File: config.mk
export PLATFORM = sky130hd
export DESIGN_NAME = ntt_job_scheduler_flat
export DESIGN_NICKNAME = d
export VERILOG_FILES = /design/src/rtl/ntt_job_scheduler_if.sv /design/src/rtl/ntt_job_scheduler.sv /design/src/flat_wrapper.sv
export SDC_FILE = /design/constraint.sdc
export NUM_CORES = 1
export LEC_CHECK = 0
export BUFFER_PORTS_ARGS = -buffer_cell sky130_fd_sc_hd__buf_2
export CORE_MARGIN = 1.5
export CORE_UTILIZATION = 49
export DETAILED_ROUTE_END_ITERATION = 8
export PLACE_DENSITY = 0.76
export SKIP_LAST_GASP = 1
export SYNTH_ARGS = -nofsm -noshare
export SYNTH_HDL_FRONTEND = slang
export SYNTH_SLANG_ARGS = --single-unit
File: constraint.sdc
create_clock -name clk -period 5.76 [get_ports clk]
set_clock_uncertainty 0.1 [all_clocks]
set_input_delay 0.576 -clock clk [delete_from_list [all_inputs] [get_ports clk]]
set_output_delay 0.576 -clock clk [all_outputs]
set_load 0.005 [all_outputs]
File: src/rtl/ntt_job_scheduler_if.sv
// Handshake and twiddle-address bundle between the NTT job scheduler, its two
// requesters and the shared NTT/INTT operation module.
interface ntt_job_scheduler_if;
    logic [1:0] req;
    logic [2:0] req_mode0;
    logic [2:0] req_mode1;
    logic [1:0] gnt;
    logic       busy;
    logic       job_done;
    logic       job_err;
    logic       op_start;
    logic [2:0] op_mode;
    logic       op_done;
    logic [8:0] zeta_new_1;
    logic [8:0] zeta_new_2;
    logic [8:0] zeta_new_3;
    logic [8:0] zeta_new_4;
    logic [8:0] zeta_new_5;
    logic [8:0] zeta_new_2_delay;
    logic [8:0] zeta_new_3_delay;
    logic [8:0] zeta_new_4_delay;
    logic [8:0] zeta_new_5_delay;
    logic       spurious;
    logic [2:0] dbg_state;

    // req is a level held until gnt; gnt stays up for the whole job and drops
    // in the job_done cycle; op_start and op_done are single-cycle pulses.
    modport master (
        input  req, req_mode0, req_mode1, op_done,
        output gnt, busy, job_done, job_err, op_start, op_mode,
               zeta_new_1, zeta_new_2, zeta_new_3, zeta_new_4, zeta_new_5,
               zeta_new_2_delay, zeta_new_3_delay, zeta_new_4_delay, zeta_new_5_delay,
               spurious, dbg_state
    );

    modport slave (
        output req, req_mode0, req_mode1, op_done,
        input  gnt, busy, job_done, job_err, op_start, op_mode,
               zeta_new_1, zeta_new_2, zeta_new_3, zeta_new_4, zeta_new_5,
               zeta_new_2_delay, zeta_new_3_delay, zeta_new_4_delay, zeta_new_5_delay,
               spurious, dbg_state
    );
endinterface

File: src/rtl/ntt_job_scheduler.sv
// Round-robin job scheduler for the shared NTT/INTT operation module with LFSR
// twiddle randomisation. Optional per-pass watchdog: define NTT_SCHED_WDT_EN.
module ntt_job_scheduler #(
    parameter int          PASSES     = 4,
    parameter int          GAP        = 2,
    parameter int          ZDLY       = 3,
    parameter logic [31:0] SEED       = 32'h1ACE_B00C,
    parameter int          WDT_CYCLES = 1024
) (
    input logic               clk,
    input logic               rst,
    ntt_job_scheduler_if.master bus
);
    typedef enum logic [2:0] {S_IDLE, S_START, S_RUN, S_GAP, S_DONE} state_e;

    // Galois feedback mask for x^32 + x^22 + x^2 + x + 1 (right-shifting form).
    localparam logic [31:0] LFSR_TAPS = 32'h8020_0003;

    state_e      state_q, state_d;
    logic [3:0]  pass_cnt_q, pass_cnt_d;
    logic [3:0]  gap_cnt_q, gap_cnt_d;
    logic [1:0]  gnt_q, gnt_d;
    logic        owner_q, owner_d;
    logic        last_q, last_d;
    logic [2:0]  mode_q, mode_d;
    logic        job_err_q, job_err_d;
    logic        spurious_q, spurious_d;
    logic [31:0] lfsr_q, lfsr_d;
    logic [8:0]  zeta_q [5];
    logic [8:0]  zeta_d [5];
    logic [35:0] dly_q [ZDLY];
    logic [35:0] dly_d [ZDLY];
    logic        wdt_hit;

`ifdef NTT_SCHED_WDT_EN
    localparam int WDT_W = $clog2(WDT_CYCLES + 1);
    logic [WDT_W-1:0] wdt_q, wdt_d;

    assign wdt_hit = (state_q == S_RUN) && (wdt_q == WDT_W'(WDT_CYCLES - 1));

    always_comb begin
        wdt_d = '0;
        if (state_q == S_RUN && state_d == S_RUN && !bus.op_done) wdt_d = wdt_q + 1'b1;
    end

    always_ff @(posedge clk or posedge rst) begin
        if (rst) wdt_q <= '0;
        else     wdt_q <= wdt_d;
    end
`else
    assign wdt_hit = 1'b0;
`endif

    always_comb begin
        state_d    = state_q;
        pass_cnt_d = pass_cnt_q;
        gap_cnt_d  = gap_cnt_q;
        gnt_d      = gnt_q;
        owner_d    = owner_q;
        last_d     = last_q;
        mode_d     = mode_q;
        job_err_d  = 1'b0;
        case (state_q)
            S_IDLE: begin
                if (|bus.req) begin
                    // On a tie the requester that was not served last wins.
                    owner_d = (bus.req == 2'b11) ? ~last_q : bus.req[1];
                    mode_d  = owner_d ? bus.req_mode1 : bus.req_mode0;
                    gnt_d   = owner_d ? 2'b10 : 2'b01;
                    state_d = S_START;
                end
            end
            S_START: begin
                if (mode_q > 3'd1) begin
                    state_d   = S_DONE;
                    job_err_d = 1'b1;
                end else begin
                    state_d = S_RUN;
                end
            end
            S_RUN: begin
                if (bus.op_done) begin
                    if (pass_cnt_q == 4'(PASSES - 1)) begin
                        state_d = S_DONE;
                    end else begin
                        pass_cnt_d = pass_cnt_q + 4'd1;
                        gap_cnt_d  = '0;
                        state_d    = S_GAP;
                    end
                end else if (wdt_hit) begin
                    state_d   = S_DONE;
                    job_err_d = 1'b1;
                end
            end
            S_GAP: begin
                if (gap_cnt_q == 4'(GAP)) state_d = S_START;
                else                      gap_cnt_d = gap_cnt_q + 4'd1;
            end
            S_DONE: begin
                last_d     = owner_q;
                pass_cnt_d = '0;
                state_d    = S_IDLE;
            end
            default: state_d = S_IDLE;
        endcase
        if (state_d == S_DONE) gnt_d = '0;
    end

    always_comb begin
        spurious_d = spurious_q | (bus.op_done && state_q != S_RUN);
        lfsr_d     = lfsr_q;
        if (state_q == S_RUN)
            lfsr_d = {1'b0, lfsr_q[31:1]} ^ (lfsr_q[0] ? LFSR_TAPS : 32'h0);
        zeta_d[0] = lfsr_q[8:0];
        zeta_d[1] = lfsr_q[17:9];
        zeta_d[2] = lfsr_q[26:18];
        zeta_d[3] = lfsr_q[31:23];
        zeta_d[4] = lfsr_q[8:0] ^ lfsr_q[31:23];
        dly_d[0]  = {zeta_q[1], zeta_q[2], zeta_q[3], zeta_q[4]};
        for (int i = 1; i < ZDLY; i++) dly_d[i] = dly_q[i-1];
    end

    always_ff @(posedge clk or posedge rst) begin
        if (rst) begin
            state_q    <= S_IDLE;
            pass_cnt_q <= '0;
            gap_cnt_q  <= '0;
            gnt_q      <= '0;
            owner_q    <= 1'b0;
            last_q     <= 1'b1;
            mode_q     <= '0;
            job_err_q  <= 1'b0;
            spurious_q <= 1'b0;
            lfsr_q     <= SEED;
            for (int i = 0; i < 5; i++)    zeta_q[i] <= '0;
            for (int i = 0; i < ZDLY; i++) dly_q[i]  <= '0;
        end else begin
            state_q    <= state_d;
            pass_cnt_q <= pass_cnt_d;
            gap_cnt_q  <= gap_cnt_d;
            gnt_q      <= gnt_d;
            owner_q    <= owner_d;
            last_q     <= last_d;
            mode_q     <= mode_d;
            job_err_q  <= job_err_d;
            spurious_q <= spurious_d;
            lfsr_q     <= lfsr_d;
            for (int i = 0; i < 5; i++)    zeta_q[i] <= zeta_d[i];
            for (int i = 0; i < ZDLY; i++) dly_q[i]  <= dly_d[i];
        end
    end

    assign bus.gnt              = gnt_q;
    assign bus.busy             = (state_q != S_IDLE);
    assign bus.job_done         = (state_q == S_DONE);
    assign bus.job_err          = job_err_q;
    assign bus.op_start         = (state_q == S_START) && (mode_q <= 3'd1);
    assign bus.op_mode          = mode_q;
    assign bus.spurious         = spurious_q;
    assign bus.dbg_state        = state_q;
    assign bus.zeta_new_1       = zeta_q[0];
    assign bus.zeta_new_2       = zeta_q[1];
    assign bus.zeta_new_3       = zeta_q[2];
    assign bus.zeta_new_4       = zeta_q[3];
    assign bus.zeta_new_5       = zeta_q[4];
    assign bus.zeta_new_2_delay = dly_q[ZDLY-1][35:27];
    assign bus.zeta_new_3_delay = dly_q[ZDLY-1][26:18];
    assign bus.zeta_new_4_delay = dly_q[ZDLY-1][17:9];
    assign bus.zeta_new_5_delay = dly_q[ZDLY-1][8:0];
endmodule

File: src/flat_wrapper.sv
// flat-port wrapper written by rule: the top's interface ports become plain ports
module ntt_job_scheduler_flat 
#(
    parameter int          PASSES     = 4,
    parameter int          GAP        = 2,
    parameter int          ZDLY       = 3,
    parameter logic [31:0] SEED       = 32'h1ACE_B00C,
    parameter int          WDT_CYCLES = 1024
)
  (clk, rst, bus_req, bus_req_mode0, bus_req_mode1, bus_op_done, bus_gnt, bus_busy, bus_job_done, bus_job_err, bus_op_start, bus_op_mode, bus_zeta_new_1, bus_zeta_new_2, bus_zeta_new_3, bus_zeta_new_4, bus_zeta_new_5, bus_zeta_new_2_delay, bus_zeta_new_3_delay, bus_zeta_new_4_delay, bus_zeta_new_5_delay, bus_spurious, bus_dbg_state);
  ntt_job_scheduler_if bus_i ();
  input logic clk;
  input logic rst;
  input wire logic [$bits(bus_i.req)-1:0] bus_req;
  input wire logic [$bits(bus_i.req_mode0)-1:0] bus_req_mode0;
  input wire logic [$bits(bus_i.req_mode1)-1:0] bus_req_mode1;
  input wire logic [$bits(bus_i.op_done)-1:0] bus_op_done;
  output wire logic [$bits(bus_i.gnt)-1:0] bus_gnt;
  output wire logic [$bits(bus_i.busy)-1:0] bus_busy;
  output wire logic [$bits(bus_i.job_done)-1:0] bus_job_done;
  output wire logic [$bits(bus_i.job_err)-1:0] bus_job_err;
  output wire logic [$bits(bus_i.op_start)-1:0] bus_op_start;
  output wire logic [$bits(bus_i.op_mode)-1:0] bus_op_mode;
  output wire logic [$bits(bus_i.zeta_new_1)-1:0] bus_zeta_new_1;
  output wire logic [$bits(bus_i.zeta_new_2)-1:0] bus_zeta_new_2;
  output wire logic [$bits(bus_i.zeta_new_3)-1:0] bus_zeta_new_3;
  output wire logic [$bits(bus_i.zeta_new_4)-1:0] bus_zeta_new_4;
  output wire logic [$bits(bus_i.zeta_new_5)-1:0] bus_zeta_new_5;
  output wire logic [$bits(bus_i.zeta_new_2_delay)-1:0] bus_zeta_new_2_delay;
  output wire logic [$bits(bus_i.zeta_new_3_delay)-1:0] bus_zeta_new_3_delay;
  output wire logic [$bits(bus_i.zeta_new_4_delay)-1:0] bus_zeta_new_4_delay;
  output wire logic [$bits(bus_i.zeta_new_5_delay)-1:0] bus_zeta_new_5_delay;
  output wire logic [$bits(bus_i.spurious)-1:0] bus_spurious;
  output wire logic [$bits(bus_i.dbg_state)-1:0] bus_dbg_state;
  assign bus_i.req = bus_req;
  assign bus_i.req_mode0 = bus_req_mode0;
  assign bus_i.req_mode1 = bus_req_mode1;
  assign bus_i.op_done = bus_op_done;
  assign bus_gnt = bus_i.gnt;
  assign bus_busy = bus_i.busy;
  assign bus_job_done = bus_i.job_done;
  assign bus_job_err = bus_i.job_err;
  assign bus_op_start = bus_i.op_start;
  assign bus_op_mode = bus_i.op_mode;
  assign bus_zeta_new_1 = bus_i.zeta_new_1;
  assign bus_zeta_new_2 = bus_i.zeta_new_2;
  assign bus_zeta_new_3 = bus_i.zeta_new_3;
  assign bus_zeta_new_4 = bus_i.zeta_new_4;
  assign bus_zeta_new_5 = bus_i.zeta_new_5;
  assign bus_zeta_new_2_delay = bus_i.zeta_new_2_delay;
  assign bus_zeta_new_3_delay = bus_i.zeta_new_3_delay;
  assign bus_zeta_new_4_delay = bus_i.zeta_new_4_delay;
  assign bus_zeta_new_5_delay = bus_i.zeta_new_5_delay;
  assign bus_spurious = bus_i.spurious;
  assign bus_dbg_state = bus_i.dbg_state;
  ntt_job_scheduler #(.PASSES(PASSES), .GAP(GAP), .ZDLY(ZDLY), .SEED(SEED), .WDT_CYCLES(WDT_CYCLES)) u_core (.clk(clk), .rst(rst), .bus(bus_i));
endmodule
# --- After elaboration in Yosys (flattened, before gate mapping) ---
# Index checks and enable logic that the tools add are counted.
word_totals:
  out_inout_bits: 94
  elab_cells: 73
  regBits: 205
  input_bits: 11
classes:
  n_reduce_logical: 13
  muxes: 22
  magnitude_cmp: 2
  n_addsub: 2
  bitwise: 4
  n_eq_ne: 12
op_table:
  columns: ["operator", "n"]
  rows:
  - ["32-bit 2-to-1 mux", 1]
  - ["31-bit by 32-bit bitwise XOR with 32-bit output", 1]
  - ["4-bit 2-to-1 mux", 5]
  - ["3-bit 2-to-1 mux", 6]
  - ["4-bit case mux with 2 select lines", 2]
  - ["3-bit case mux with 4 select lines", 1]
  - ["9-bit bitwise XOR", 1]
  - ["4-bit by 1-bit adder with 4-bit output, second input constant", 2]
  - ["4-bit by 2-bit == test with 1-bit output, second input constant", 2]
  - ["2-bit 2-to-1 mux", 4]
  - ["2-bit nonzero test", 4]
  - ["3-bit by 2-bit == test with 1-bit output, second input constant", 2]
  - ["3-bit == test, second input constant", 2]
  - ["2-bit != test, second input constant", 3]
  - ["2-bit AND reduction", 2]
  - ["4-bit AND reduction", 1]
  - ["3-bit by 1-bit == test with 1-bit output, second input constant", 1]
  - ["3-bit by 1-bit greater-than comparator with 1-bit output, second input constant", 1]
  - ["3-bit by 1-bit <= comparator with 1-bit output, second input constant", 1]
  - ["3-bit logical NOT", 1]
  - ["1-bit 2-to-1 mux", 3]
  - ["3-bit by 2-bit != test with 1-bit output, second input constant", 1]
  - ["3-bit AND reduction", 1]
  - ["3-bit nonzero test", 1]
  - ["other kinds (5)", 6]

# --- Logic depth before layout (Yosys ltp) ---
# Gate-level depths: netlist of run 1.
logic_depth:
  word_depth: 7
  depth_mapped: 6
  mapped_depth_nobuf: 5

# --- Worst setup path after synthesis of run 1 ---
# No wires, ideal clock.
synth_timing:
  path_kind: "register -> output"
  from: "register u_core.state_q[1] (netlist: u_core.bus.dbg_state[1])"
  to: "output port bus_op_start"
  stages_incl_launch_ff: 4
  slack_ns: 3.958
  arrival_ns: 1.126
  path_buffers: 1
  required_ns: 5.084
  cell_sequence: "dfrtp_1 buf_6 or3b_1 nor3_1"
synth_via:
  elab_chain_cells: 2
synth_lines:
  columns: ["element", "line_no", "text"]
  rows:
  - ["from (decl)", "ntt_job_scheduler.sv:19", "state_e state_q, state_d;"]
  - ["from (signal assigned)", "ntt_job_scheduler.sv:138", "state_q <= state_d;"]
  - ["3-bit by 1-bit == test with 1-bit output", "ntt_job_scheduler.sv:157", "assign bus.op_start = (state_q == S_START) && (mode_q <= 3'd1);"]
  - ["1-bit logical AND", "ntt_job_scheduler.sv:157", null]
  - ["to (decl)", "flat_wrapper.sv:22", "output wire logic [$bits(bus_i.op_start)-1:0] bus_op_start;"]
# Every way passes these cells.

# --- Worst setup path after layout of run 1 ---
layout_timing:
  from: "register u_core.state_q[0] (netlist: u_core.bus.dbg_state[0])"
  to: "output port bus_op_start"
# The elaborated chain is that of the path after synthesis.

==> results.md, run 1 <==
- Nets: 453
- Leakage: 3.96 nW
- Vias in the first global route: 3064
- Final Wtd Congestion: 0.743
- Initial core utilization: 50.6%
- DR DRC count: 0
- Fill count: 887
- Req. time, crit path: 5.08 ns
- Sequential share of the synthesized area: 77.8%
- Core footprint: 12100 sq um
- Synth area leaders: dfrtp_1, dfstp_2, buf_4, mux2_1, xor2_1
- Post-DP Area: 6500 sq um
- Final Slew Violations: 0
- Iteration-0 DRC Markers: 189
- Outcome: finished, final reports clean
- Yosys top cell by area: dfrtp_1
- Post-synth cell types: 39
- Total length of routed wires: 9.40 mm
- Tcrit/Tclk final: 43.1%
- Register clock-pin slew on the reported worst setup and hold paths: 0.07 ns
- Worst Max-Slew Pin Slew: 1.11 ns
- Cts hold-fix bufs: 0
- Syn_nets: 375
- Top FF cell, synth: dfrtp_1
- Mean area per synthesized cell: 16.9 sq um
- Synth Instances: 361
- Root buf cell: clkbuf_16
- Critical path endpoint category: output pin
- CP cell instances: or3b_1, nor3_1, buf_2
- ANT cells: 0
- Pin count of the biggest net entering global routing: 93
- Synthesized flop and latch total: 189
- Remaining antenna violation count after routing: 0
- Max VDD drop: 0.000171 V
- CTS Buf Count: 17
- Via count: 2896
- TritonCTS Sinks: 189
- Rel. slew slack: 26.0%
- Period minus WS final: 2.49 ns
- Post-route cell area: 7150 sq um
- Grt ovf: 0
- Setup ws final: 3.27 ns
- Hold Path Class: input port to async pin
- Overall routing resource usage: 15.8%
- Vias per cell: 4.67
- Die span in x: 115 microns
- Type of origin of the critical path: register
- Synthesis Warnings: 0
- Clock H-tree levels: 4
- Kind of critical path: register to output pin
- Post-synth EDFFs: 0
- TritonCTS clock tree: yes
- Post-synth ARST share: 100%
- Setup TNS: 0 ns
- CTS resizes: 0
- Die Y: 115 microns
- WP data arrival: 1.81 ns
- RSZ-0062 raised after global routing: false
- Fmax: 402 MHz
- Endpoints failing setup: 0
- Routed len/inst: 15.2 microns
- IO Port Bufs: 104
- Worst Setup Slack post-DPL: 3.45 ns
- DP HPWL: 5.99 mm
- Share of layout cells above drive strength 1: 35.4%
- Clock network latency to the later pin of the worst-skew pair: 0.42 ns
- CP Max Fanout: 8
- Most frequent cell after synthesis: dfrtp_1
- Largest delay share family, worst path: simple AND/OR/NAND/NOR gates
- Pwr/cell area: 435 nW/um^2
- Area Growth Syn to Fin: 17.3%
- Top cell types by occurrence after synthesis: dfrtp_1, buf_4, mux2_1, dfstp_2, nand2_1
- IO Pins: 105
- Max Root-Sink Buffers: 2
- Drt first pass iters: 4
- Yosys top cell area share: 71.8%
- Largest stage delay, worst path: 0.60 ns
- Row count: 40
- Max Cap Viol: 0
- Die area: 13100 sq um
- Antenna violations before repair: 0
- First-pass GRT wire length: 15.3 mm
- CP max stage cell: dfrtp_1
- Syn Std Cell Area: 6100 sq um
- Crit path buf inv count: 1
- Setup Fix Bufs, Post-CTS: 0
- Fin. Hold Viols: 0
## registers in the layout, indices dropped and copies added, names as in the netlist, 2 cells and up
register,flops
u_core.bus.zeta_new_5_delay,9
u_core.bus.zeta_new_4_delay,5
u_core.bus.zeta_new_2,9
u_core.bus.zeta_new_3,8
u_core.gap_cnt_q,4
u_core.bus.zeta_new_3_delay,9
u_core.pass_cnt_q,4
u_core.bus.zeta_new_2_delay,9
u_core.bus.zeta_new_5,9
u_core.bus.gnt,2
u_core.bus.op_mode,3
u_core.bus.zeta_new_1,9
u_core.lfsr_q,32
u_core.bus.dbg_state,3
u_core.dly_d,64
u_core.bus.zeta_new_4,6
## layer usage
layer	vias to the layer above	track usage [%]	wire length, microns	part of all wire [%]
li1	1307	-	-	-
met5	-	0	0	0
met2	78	25.6	4850	52
met4	0	8.42	248	2.6
met1	1491	18.6	3860	41
met3	20	5.77	451	4.8
## path summary, 6_finish.rpt
check / cells past startpoint / slack [ns] / to / from
worst max register to register: 3 / 3.72 / u_core.bus.gnt[0] / u_core.bus.dbg_state[0]
worst min register to register: 0 / 0.25 / u_core.dly_d[29] / u_core.dly_d[65]
worst min-delay path: 2 / 0.1 / u_core.lfsr_q[29] / rst
min in group clk: 0 / 0.25 / u_core.dly_d[29] / u_core.dly_d[65]
max in group asynchronous: 3 / 3.99 / u_core.lfsr_q[1] / rst
worst max-delay path: 3 / 3.27 / bus_op_start / u_core.bus.dbg_state[0]
## cell type report
cell class | instances | area, sq um | share of cell area [%]
multi-input combinational | 118 | 977 | 13.7
timing repair buffer | 107 | 543 | 7.59
clock buffer | 23 | 468 | 6.54
tap | 168 | 210 | 2.94
sequential | 189 | 4750 | 66.4
inverter | 6 | 26.3 | 0.367
clock inverter | 9 | 183 | 2.55
## cell usage in the layout (no fill, tap or decap), types with 2 or more instances in the layout
cell type / count
o21ai_0: 2
nand2_1: 14
nor3b_1: 2
clkbuf_8: 2
or3b_1: 2
a21o_1: 2
clkbuf_1: 4
bufinv_16: 5
mux2i_1: 3
dfstp_2: 14
xor2_1: 9
nor2_1: 9
mux2_1: 27
clkinvlp_4: 2
dfrtp_1: 175
mux2_4: 4
buf_2: 104
nor2b_1: 2
clkbuf_16: 17
inv_1: 5
ha_1: 3
a21oi_1: 3
nand3b_1: 4
nand3_1: 3
xnor2_1: 5
buf_4: 3
o21ai_1: 8
## cell families (layout without fill, tap and decap cells)
family / count (synthesis) / in the layout / synth area share, %
flops: 189 / 189 / 77.8
buf+inv: 54 / 145 / 6.28
simple gates: 46 / 46 / 4.70
mux: 35 / 35 / 6.64
compound gates: 20 / 20 / 1.95
xor+xnor: 14 / 14 / 2.01
fa+ha+maj: 3 / 3 / 0.615
## per-stage QoR
| step | total power [mW] | std cells | util, % | hold WS [ns] |
|---|---|---|---|---|
| 6_report | 3.11 | 620 | 59.3 | 0.0980 |
| 5_1_grt | 3.25 | 620 | 59.3 | 0.130 |
| 4_1_cts | 3.14 | 620 | 59.3 | 0.0994 |
| 3_5_place_dp | 1.87 | 588 | 53.9 | 0.235 |
| 3_3_place_gp | 1.84 | 588 | 53.9 | 0.231 |
| 2_1_floorplan | 1.77 | 361 | - | 0.231 |
## where the power goes
group,leakage (nW),switching [mW],internal [mW]
registers,2.57,0.0771,1.39
logic,1.08,0.212,0.159
clock network,0.314,0.471,0.798
total,3.96,0.760,2.35
Power figures use the tool's default switching activity.
==> run 2: changes to the inputs <==
--- a/config.mk
+++ b/config.mk
@@ -7,9 +7,9 @@
 export LEC_CHECK = 0
 export BUFFER_PORTS_ARGS = -buffer_cell sky130_fd_sc_hd__buf_2
 export CORE_MARGIN = 1.5
-export CORE_UTILIZATION = 49
+export CORE_UTILIZATION = 55
 export DETAILED_ROUTE_END_ITERATION = 8
-export PLACE_DENSITY = 0.76
+export PLACE_DENSITY = 0.8
 export SKIP_LAST_GASP = 1
 export SYNTH_ARGS = -nofsm -noshare
 export SYNTH_HDL_FRONTEND = slang
==> constraint.sdc (replaced) <==
create_clock -name clk -period 2.3 [get_ports clk]
set_clock_uncertainty 0.1 [all_clocks]
set_input_delay 0.23 -clock clk [delete_from_list [all_inputs] [get_ports clk]]
set_output_delay 0.23 -clock clk [all_outputs]
set_load 0.005 [all_outputs]
==> results.md, run 2 (synthesis results as in run 1) <==
- Drt first pass iters: 4 (unchanged)
- Clock H-tree levels: 4 (unchanged)
- Grt ovf: 0 (unchanged)
- TritonCTS Sinks: 189 (unchanged)
- Hold Path Sink: u_core.owner_q
- Kind of critical path: register to output pin
- ANT cells: 0 (unchanged)
- Worst-case reg-to-reg path depth: 3 (unchanged)
- IO Port Bufs: 104 (unchanged)
- Fin. Hold Viols: 0 (unchanged)
- Root buf cell: clkbuf_8
- Comb power frac: 13.3% (+1.4 points)
- Vias in the first global route: 3005 (-1.9%)
- Hold_sp: bus_req[0]
- Reg power frac: 47.5% (+0.2 points)
- Core footprint: 10800 sq um (-10%)
- Nets: 463 (+2.2%)
- Type of origin of the critical path: register
- Leakage: 3.98 nW (+0.63%)
- WHS Path Cells: 4
- Multi-input gate area: 977 sq um (unchanged)
- Placed Instances: 562 (-4.4%)
- WP data arrival: 1.92 ns (+0.11 ns)
- Final Slew Violations: 0 (unchanged)
- Total length of routed wires: 9.85 mm (+4.7%)
- Endpoints failing setup: 0 (unchanged)
- CP Max Fanout: 7 (-1)
- Capturing point of the worst reg2reg path: u_core.bus.gnt[0]
- Antenna violations before repair: 0 (unchanged)
- FF-to-FF Start: u_core.bus.dbg_state[2]
- Period minus WS final: 2.25 ns
- Area Growth Syn to Fin: 17.8%
- Req. time, crit path: 1.97 ns (-3.11 ns)
- Final Wtd Congestion: 0.730 (-1.7%)
- Critical path endpoint category: output pin
- Max Cap Viol: 0 (unchanged)
- Pin count of the biggest net entering global routing: 123 (+32%)
- Max Root-Sink Buffers: 2 (unchanged)
- Rel. slew slack: 47.1% (+21 points)
- Vias per cell: 4.83 (+3.5%)
- Die area: 11700 sq um (-11%)
- Largest stage delay, worst path: 0.41 ns (-0.19 ns)
- Via count: 2909 (+0.45%)
- Die span in x: 108 microns (-5.5%)
- CTS Buf Count: 17 (unchanged)
- CP cell instances: buf_4, or3b_1, nor3_1, buf_2
- Fin cells: 602 (-2.9%)
- Post-route cell area: 7190 sq um (+0.49%)
- R2R Setup Slk: 0.30 ns (-3.42 ns)
- Sequential cell area: 4750 sq um (about the same)
- Register clock-pin slew on the reported worst setup and hold paths: 0.07 ns (about the same)
- DR DRC count: 0 (unchanged)
- Clock share of power: 39.2% (-1.6 points)
- Fmax: 445 MHz
- Max VDD drop: 0.000599 V (+250%)
- Clock network latency to the later pin of the worst-skew pair: 0.53 ns (+0.11 ns)
- Hold Path Class: input port to register
- Worst Max-Slew Pin Slew: 0.794 ns (-0.316 ns)
- Commonest cells after routing, fill and taps aside: dfrtp_1, buf_2, mux2_1
- Setup TNS: 0 ns (unchanged)
- DP HPWL: 5.89 mm (-1.6%)
- CP max stage cell: or3b_1
- Post-DP Area: 6500 sq um (-0.12%)
- Tcrit/Tclk final: 97.7%
- Initial core utilization: 56.3% (+5.7 points)
- TritonCTS clock tree: yes
- Most common cell after layout, fill and taps aside: dfrtp_1
- First-pass GRT wire length: 15.4 mm (+0.90%)
- Worst hold margin: 0.0528 ns (-0.0452 ns)
- Pwr/cell area: 1070 nW/um^2 (+150%)
- Switch share: 25.6% (+1.1 points)
- Die Y: 108 microns (-5.5%)
- Row count: 38 (-5.0%)
- Cell internal pwr: 5.71 mW (+140%)
- Outcome: finished, final reports clean
- IO Pins: 105 (unchanged)
- Max reg flops: 64 (unchanged)
- Remaining antenna violation count after routing: 0 (unchanged)
- RSZ-0062 raised after global routing: false
- Overall routing resource usage: 18.3% (+2.5 points)
- Routed len/inst: 16.4 microns (+7.8%)
- Net Switching: 1.96 mW (+160%)
- Share of layout cells above drive strength 1: 35.5% (+0.10 points)
- Fill count: 716 (-19%)
- Iteration-0 DRC Markers: 101 (-47%)
## run 2: cell count changes in the layout (fill, tap and decap cells not counted), sizes merged
cell,delta
buf,+2
bufinv,-1
clkbuf,-3
clkinv,+2
clkinvlp,+1
dlygate4sd3,+8
inv,+1
## run 2: layout make-up
cell class / instances / share of cell area (%)
Timing Repair Buffer: 117 / 9.05
Tap cell: 140 / 2.44
Sequential cell: 189 / 66.0
Clock inverter: 12 / 2.59
Multi-Input combinational cell: 118 / 13.6
Clock buffer: 20 / 5.92
Inverter: 6 / 0.365
## run 2: per-stage QoR
stage          worst slack [ns]  power [mW]  utilization (%)
2_1_floorplan            -0.453        4.43                -
3_3_place_gp              0.393        4.64             59.9
3_5_place_dp              0.284        4.70             59.9
4_1_cts                  0.0348        7.72             66.3
5_1_grt                  0.0188        8.00             66.3
6_report                 0.0536        7.67             66.3
## run 2: worst max path at each step
stage / from / to / depth (start not counted)
final: u_core.bus.dbg_state[0] / bus_op_start / 4
after global routing: u_core.bus.dbg_state[0] / bus_op_start / 4
after global placement: u_core.bus.dbg_state[1] / u_core.bus.gnt[0] / 3
after detailed placement: u_core.bus.dbg_state[1] / u_core.bus.gnt[0] / 3
after CTS: u_core.bus.dbg_state[1] / bus_op_start / 3
after floorplan: rst / u_core.bus.dbg_state[0] / 1
## run 2: per-layer routing
metal | up-vias | track usage (%) | routed length (microns)
met3 | 12 | 6.51 | 503
met4 | 0 | 6.67 | 136
met2 | 84 | 31.1 | 5270
li1 | 1320 | - | -
met5 | - | 0 | 0
met1 | 1493 | 21.7 | 3940
## run 2: repair_timing
action / in CTS / in global routing
hold buffers: 8 / 0
resized for setup: 0 / 1
hold endpoints to repair: 183 / 0
buffers inserted: 0 / 0
setup endpoints to repair: 0 / 1
## run 2: power groups by stage
stage	logic, mW	registers (mW)	clock network, mW
after CTS	1.02	3.64	3.06
after detailed placement	0.997	3.70	0
after floorplan	0.775	3.65	0
final	1.02	3.65	3.01
after global routing	1.13	3.67	3.20
after global placement	0.948	3.69	0
## run 2: worst max-delay path: cells and delay by family (launching register included)
family	cells	cell delay (ns)
and+or+nand+nor	2	0.67
buffers and inverters	2	0.37
DFF	1	0.35
